===== src/rtl/relu_maxpool_writer.sv =====
// ReLU + 2x2 stride-2 max pooling over a raster FP16 pixel stream, writing pooled results to an output BRAM.
// Optional build macro RELU_MAXPOOL_SIGNED_EN: bypass ReLU and pool raw values with a sign-magnitude compare.
module relu_maxpool_writer #(
    parameter int IMG_W  = 32,
    parameter int IMG_H  = 32,
    parameter int ADDR_W = 10
) (
    input  logic              clk,
    input  logic              rst,
    input  logic              start,
    input  logic [ADDR_W-1:0] base_addr,
    input  logic              in_valid,
    input  logic [15:0]       in_pixel,
    output logic              bram_we,
    output logic [ADDR_W-1:0] bram_addr,
    output logic [15:0]       bram_wdata,
    output logic              busy,
    output logic              frame_done
);

    localparam int HALF_W = IMG_W / 2;
    localparam int COL_W  = (IMG_W > 2) ? $clog2(IMG_W) : 1;
    localparam int ROW_W  = (IMG_H > 2) ? $clog2(IMG_H) : 1;
    localparam int LB_W   = (HALF_W > 1) ? $clog2(HALF_W) : 1;

    typedef enum logic [1:0] {
        IDLE = 2'd0,
        RUN  = 2'd1,
        DONE = 2'd2
    } state_t;

    state_t            state;
    logic [COL_W-1:0]  col;
    logic [ROW_W-1:0]  row;
    logic [ADDR_W-1:0] pointer;
    logic [15:0]       pair;
    logic [15:0]       linebuf [HALF_W];

    logic [15:0]       act;
    logic [15:0]       hmax;
    logic [15:0]       result;
    logic [LB_W-1:0]   lb_idx;
    logic              col_last;
    logic              row_last;
    logic              accept;

    // Ordering key: an unsigned compare of keys gives the pooling order.
    // Signed build maps negatives below positives, smaller magnitude higher, -0 just under +0.
    function automatic logic [15:0] rank_key(input logic [15:0] v);
`ifdef RELU_MAXPOOL_SIGNED_EN
        return v[15] ? {1'b0, ~v[14:0]} : {1'b1, v[14:0]};
`else
        return v;
`endif
    endfunction

    // Ties keep the earlier operand a.
    function automatic logic [15:0] pick_max(input logic [15:0] a, input logic [15:0] b);
        return (rank_key(b) > rank_key(a)) ? b : a;
    endfunction

    always_comb begin
`ifdef RELU_MAXPOOL_SIGNED_EN
        act = in_pixel;
`else
        act = in_pixel[15] ? 16'h0000 : in_pixel;
`endif
        lb_idx   = LB_W'(col >> 1);
        hmax     = pick_max(pair, act);
        result   = pick_max(linebuf[lb_idx], hmax);
        col_last = (col == COL_W'(IMG_W - 1));
        row_last = (row == ROW_W'(IMG_H - 1));
        accept   = (state == RUN) && in_valid;
    end

    always_ff @(posedge clk) begin
        if (rst) begin
            state      <= IDLE;
            col        <= '0;
            row        <= '0;
            pointer    <= '0;
            pair       <= '0;
            bram_we    <= 1'b0;
            bram_addr  <= '0;
            bram_wdata <= '0;
            busy       <= 1'b0;
            frame_done <= 1'b0;
        end else begin
            bram_we    <= 1'b0;
            frame_done <= 1'b0;
            case (state)
                IDLE: begin
                    if (start) begin
                        state   <= RUN;
                        busy    <= 1'b1;
                        pointer <= base_addr;
                        col     <= '0;
                        row     <= '0;
                    end
                end
                RUN: begin
                    if (accept) begin
                        if (!col[0]) begin
                            pair <= act;
                        end else if (row[0]) begin
                            // Fourth pixel of a window: emit the pooled value next cycle.
                            bram_we    <= 1'b1;
                            bram_wdata <= result;
                            bram_addr  <= pointer;
                            pointer    <= pointer + ADDR_W'(1);
                        end
                        if (col_last) begin
                            col <= '0;
                            if (row_last) begin
                                state      <= DONE;
                                frame_done <= 1'b1;
                            end else begin
                                row <= row + ROW_W'(1);
                            end
                        end else begin
                            col <= col + COL_W'(1);
                        end
                    end
                end
                DONE: begin
                    state <= IDLE;
                    busy  <= 1'b0;
                end
                default: begin
                    state <= IDLE;
                    busy  <= 1'b0;
                end
            endcase
        end
    end

    // Horizontal maxima of even rows, consumed by the odd row below.
    always_ff @(posedge clk) begin
        if (accept && col[0] && !row[0]) begin
            linebuf[lb_idx] <= hmax;
        end
    end

endmodule

===== config.mk =====
export PLATFORM = sky130hd
export DESIGN_NAME = relu_maxpool_writer
export DESIGN_NICKNAME = d
export VERILOG_FILES = /design/src/rtl/relu_maxpool_writer.sv
export SDC_FILE = /design/constraint.sdc
export NUM_CORES = 1
export LEC_CHECK = 0
export CORE_MARGIN = 1.5
export CORE_UTILIZATION = 55
export DETAILED_ROUTE_END_ITERATION = 12
export PLACE_DENSITY = 0.74
export SYNTH_ARGS = -nofsm -noshare
export SYNTH_HDL_FRONTEND = slang
export SYNTH_SLANG_ARGS = --single-unit

===== constraint.sdc =====
create_clock -name clk -period 10.2 [get_ports clk]
set_clock_uncertainty 0.2 [all_clocks]
set_input_delay 2.04 -clock clk [delete_from_list [all_inputs] [get_ports clk]]
set_output_delay 2.04 -clock clk [all_outputs]
set_load 0.02 [all_outputs]

==> run_results.csv <==
group,metric,value,unit
grt,antenna_found_initial,0,
timing,fin_tns_setup,0,ns
critical_path,reg2reg_depth,16,
die,core,22800,um2
grt,grt_first_pass_wirelength,43500,um
route,ant_nets,0,
timing,period_share,74.9,%
logic_synthesis,ys_types,54,
final_layout,antenna_cells,0,
clock_tree,ctsHoldBuffers,0,
power_and_ir_drop,power.density,176,nW/um2
grt,grt_usage,24.2,%
run_status,status,"finished clean",
clock_tree,cts_buffers,31,
final_layout,fin_nets,959,
route,drc,0,
logic_synthesis,syn_nets,889,
timing,relSlewSlack,28.2,%
logic_synthesis,synth_edf_count,240,
hold_path,hold_path.class,"reg -> reg",
logic_synthesis,yosys.area.top_type,"edfxtp_1",
final_layout,drive_gt1_share,19.1,%
power_and_ir_drop,vdd_drop_max,0.130,mV
critical_path,worstSetupPathType,"in -> reg",
placed_design,gp_congestion,0.827,
critical_path,critPathLaunchType,"input pin",
route,wl,28500,um
route,drt_iter0_drc,617,
timing,hold_violations,0,
timing,min_period,7.64,ns
route,viasPerCell,6.08,
timing,max_freq,131,MHz
logic_synthesis,ys_ff_latch,309,
logic_synthesis,async_flop_share,0,%
die,io_pins,59,
timing,setup_viol,0,
die,die_w,156,um
clock_tree,cts_setup_buffers,0,
timing,tightest_slew,1.08,ns
logic_synthesis,syn_area_per_cell,15.6,um2
critical_path,crit_path_cell_trace,"clkdlybuf4s50_1, nor2b_1, ha_1, nand4_1, or4_4, o31ai_4, mux2i_1, inv_1, ha_1, nor2b_1, o211ai_1, a2111o_1, a31oi_1, buf_4, nor3_2, a22o_1, a31o_1",
critical_path,cp.required,10.48,ns
clock_tree,clock-sinks,309,
critical_path,critPathMaxFanout,17,
logic_synthesis,yosysSeqAreaShare,66.5,%
placed_design,io_buffers,57,
placed_design,placed_area,13900,um2
grt,grt_max_degree,61,
flow_run,maxCapViolCount,0,
critical_path,critPathMaxStageDelay,0.86,ns
final_layout,fill_cells,1635,
critical_path,cp-end-kind,"register",
route,post_drt_wl_per_cell,23.1,um
route,dr_total_vias,7500,
die,dieArea,24400,um2
logic_synthesis,netlist.area_leader.share,55.8,%
die,die_height,156,um
critical_path,arrival,7.92,ns
timing,rsz0062_at_grt,"false",
hold_path,hold-path-cell-count,2,
logic_synthesis,yosys-top-cells-area,"edfxtp_1 (56%), mux4_2 (13%), dfxtp_1 (11%), ha_1 (3.2%), nand2_1 (2.1%)",
logic_synthesis,netlist_instances,826,
die,initial_core_util,56.6,%
placed_design,dp_hpwl,17400,um
grt,grt.overflow.total,0,
die,rows,55,
grt,grt_pass1_vias,7365,
timing,slew_viol_final,0,
final_layout,finalInstanceArea,14900,um2
clock_tree,clock_path_buffers,3,
clock_tree,clkTransAtPathRegs,0.06,ns
power_and_ir_drop,p_leak,5.02,nW
logic_synthesis,netlist_area,12900,um2
final_layout,regArea,8590,um2
logic_synthesis,yosys_most_used_dff,"edfxtp_1",
clock_tree,clk_latency,0.55,ns
logic_synthesis,yosysWarnings,0,
clock_tree,htree_levels,1,
clock_tree,cts_resized,0,
clock_tree,root_buffer,"clkbuf_16",
clock_tree,tritoncts,"done",
final_layout,syn_to_final_growth,15.7,%
final_layout,multi_input_area,4070,um2
critical_path,crit_slowest_cell,"o31ai_4",
route,firstDrtPassIters,5,
cell usage after synthesis (8+ instances only):
master	count
clkbuf_1	28
a22oi_1	10
mux2_4	8
edfxtp_1	240
a22o_1	12
buf_2	8
nor2b_1	15
nor3_1	12
nor2_1	48
dfxtp_1	69
o21ai_0	15
a31o_1	11
inv_1	34
ha_1	33
nand2_1	74
a21oi_1	50
mux4_2	75
nand3_1	10
layout by cell type, fill, tap and decap left out, types with 3 or more instances in the layout:
| cell type | n |
|---|---|
| a21oi_1 | 50 |
| a22o_1 | 12 |
| a22oi_1 | 10 |
| a31o_1 | 11 |
| a31oi_1 | 3 |
| and3_1 | 7 |
| buf_4 | 21 |
| clkbuf_1 | 8 |
| clkbuf_16 | 34 |
| clkbuf_8 | 6 |
| clkdlybuf4s50_1 | 56 |
| clkinv_2 | 4 |
| dfxtp_1 | 67 |
| edfxtp_1 | 240 |
| ha_1 | 33 |
| inv_1 | 34 |
| mux2_2 | 5 |
| mux2_4 | 8 |
| mux2i_1 | 4 |
| mux4_2 | 75 |
| nand2_1 | 74 |
| nand2b_1 | 6 |
| nand3_1 | 10 |
| nand4_1 | 7 |
| nor2_1 | 44 |
| nor2_2 | 4 |
| nor2b_1 | 15 |
| nor3_1 | 7 |
| nor3_2 | 5 |
| o21ai_0 | 15 |
| xor2_1 | 4 |
sequential cells by signal, indices dropped and copies added (netlist names), named ones only:
signal      flops
row             5
state           2
pair           15
linebuf       240
bram_addr      10
bram_we         1
pointer        10
frame_done      1
bram_wdata     15
busy            1
col             5
cells by family (layout without fill, tap and decap cells):
kind of cell | after synthesis | in the layout | synth area share, %
xor gates and xnor gates | 5 | 5 | 0.339
DFF | 309 | 309 | 66.5
muxes | 92 | 92 | 14.7
and+or+nand+nor | 191 | 191 | 6.79
other | 1 | 1 | 0.0290
adders and majority gates | 33 | 33 | 3.20
AOI/OAI and AO/OA | 120 | 120 | 6.09
buffers and inverters | 75 | 169 | 2.34
layer usage:
metal	GRT usage, %	vias to the layer above	wire, um
met5	0	-	0
met4	5.49	0	474
met3	3.49	40	2250
met2	39.5	306	13900
met1	35.0	3818	11900
li1	-	3336	-
report_power, final:
part / total, W / internal (W) / switching, W / leakage, nW
Combinational: 0.000126 / 0.0000473 / 0.0000789 / 1.73
Clock: 0.00113 / 0.000674 / 0.000457 / 0.510
Sequential: 0.00138 / 0.00137 / 0.00000719 / 2.79
area by class of cell:
cell class | count | area share, %
repair buffers | 78 | 4.84
well taps | 313 | 2.62
clock buffers | 48 | 6.45
clock inverters | 9 | 0.552
flip-flops and latches | 309 | 57.5
multi-input cells | 442 | 27.2
inverters | 34 | 0.854
path summary, 6_finish.rpt:
kind | to | from | slack [ns]
worst max register to register | bram_wdata[5] | pair[11] | 4.64
worst min-delay path | bram_addr[9] | bram_addr[9] | 0.26
worst max-delay path | bram_wdata[5] | in_pixel[15] | 2.56
worst min register to register | bram_addr[9] | bram_addr[9] | 0.26
critical path, delay by kind of cell:
kind / cells / cell delay, ns
AOI/OAI and AO/OA: 6 / 1.61
adders and majority gates: 2 / 0.74
buffers and inverters: 3 / 1.31
muxes: 1 / 0.49
and+or+nand+nor: 5 / 1.71
metrics by stage:
step           instances  power (W)  setup WS [ns]  util (%)  hold WS, ns
6_report            1233    0.00264           2.56      65.4        0.257
3_5_place_dp        1176    0.00153           2.21      60.8        0.250
2_1_floorplan        826    0.00149           3.68         -        0.241
5_1_grt             1233    0.00271           2.18      65.4        0.280
3_3_place_gp        1176    0.00153           2.28      60.8        0.243
4_1_cts             1233    0.00265           2.71      65.4        0.261
No activity file was read; power rests on OpenSTA's default activity.
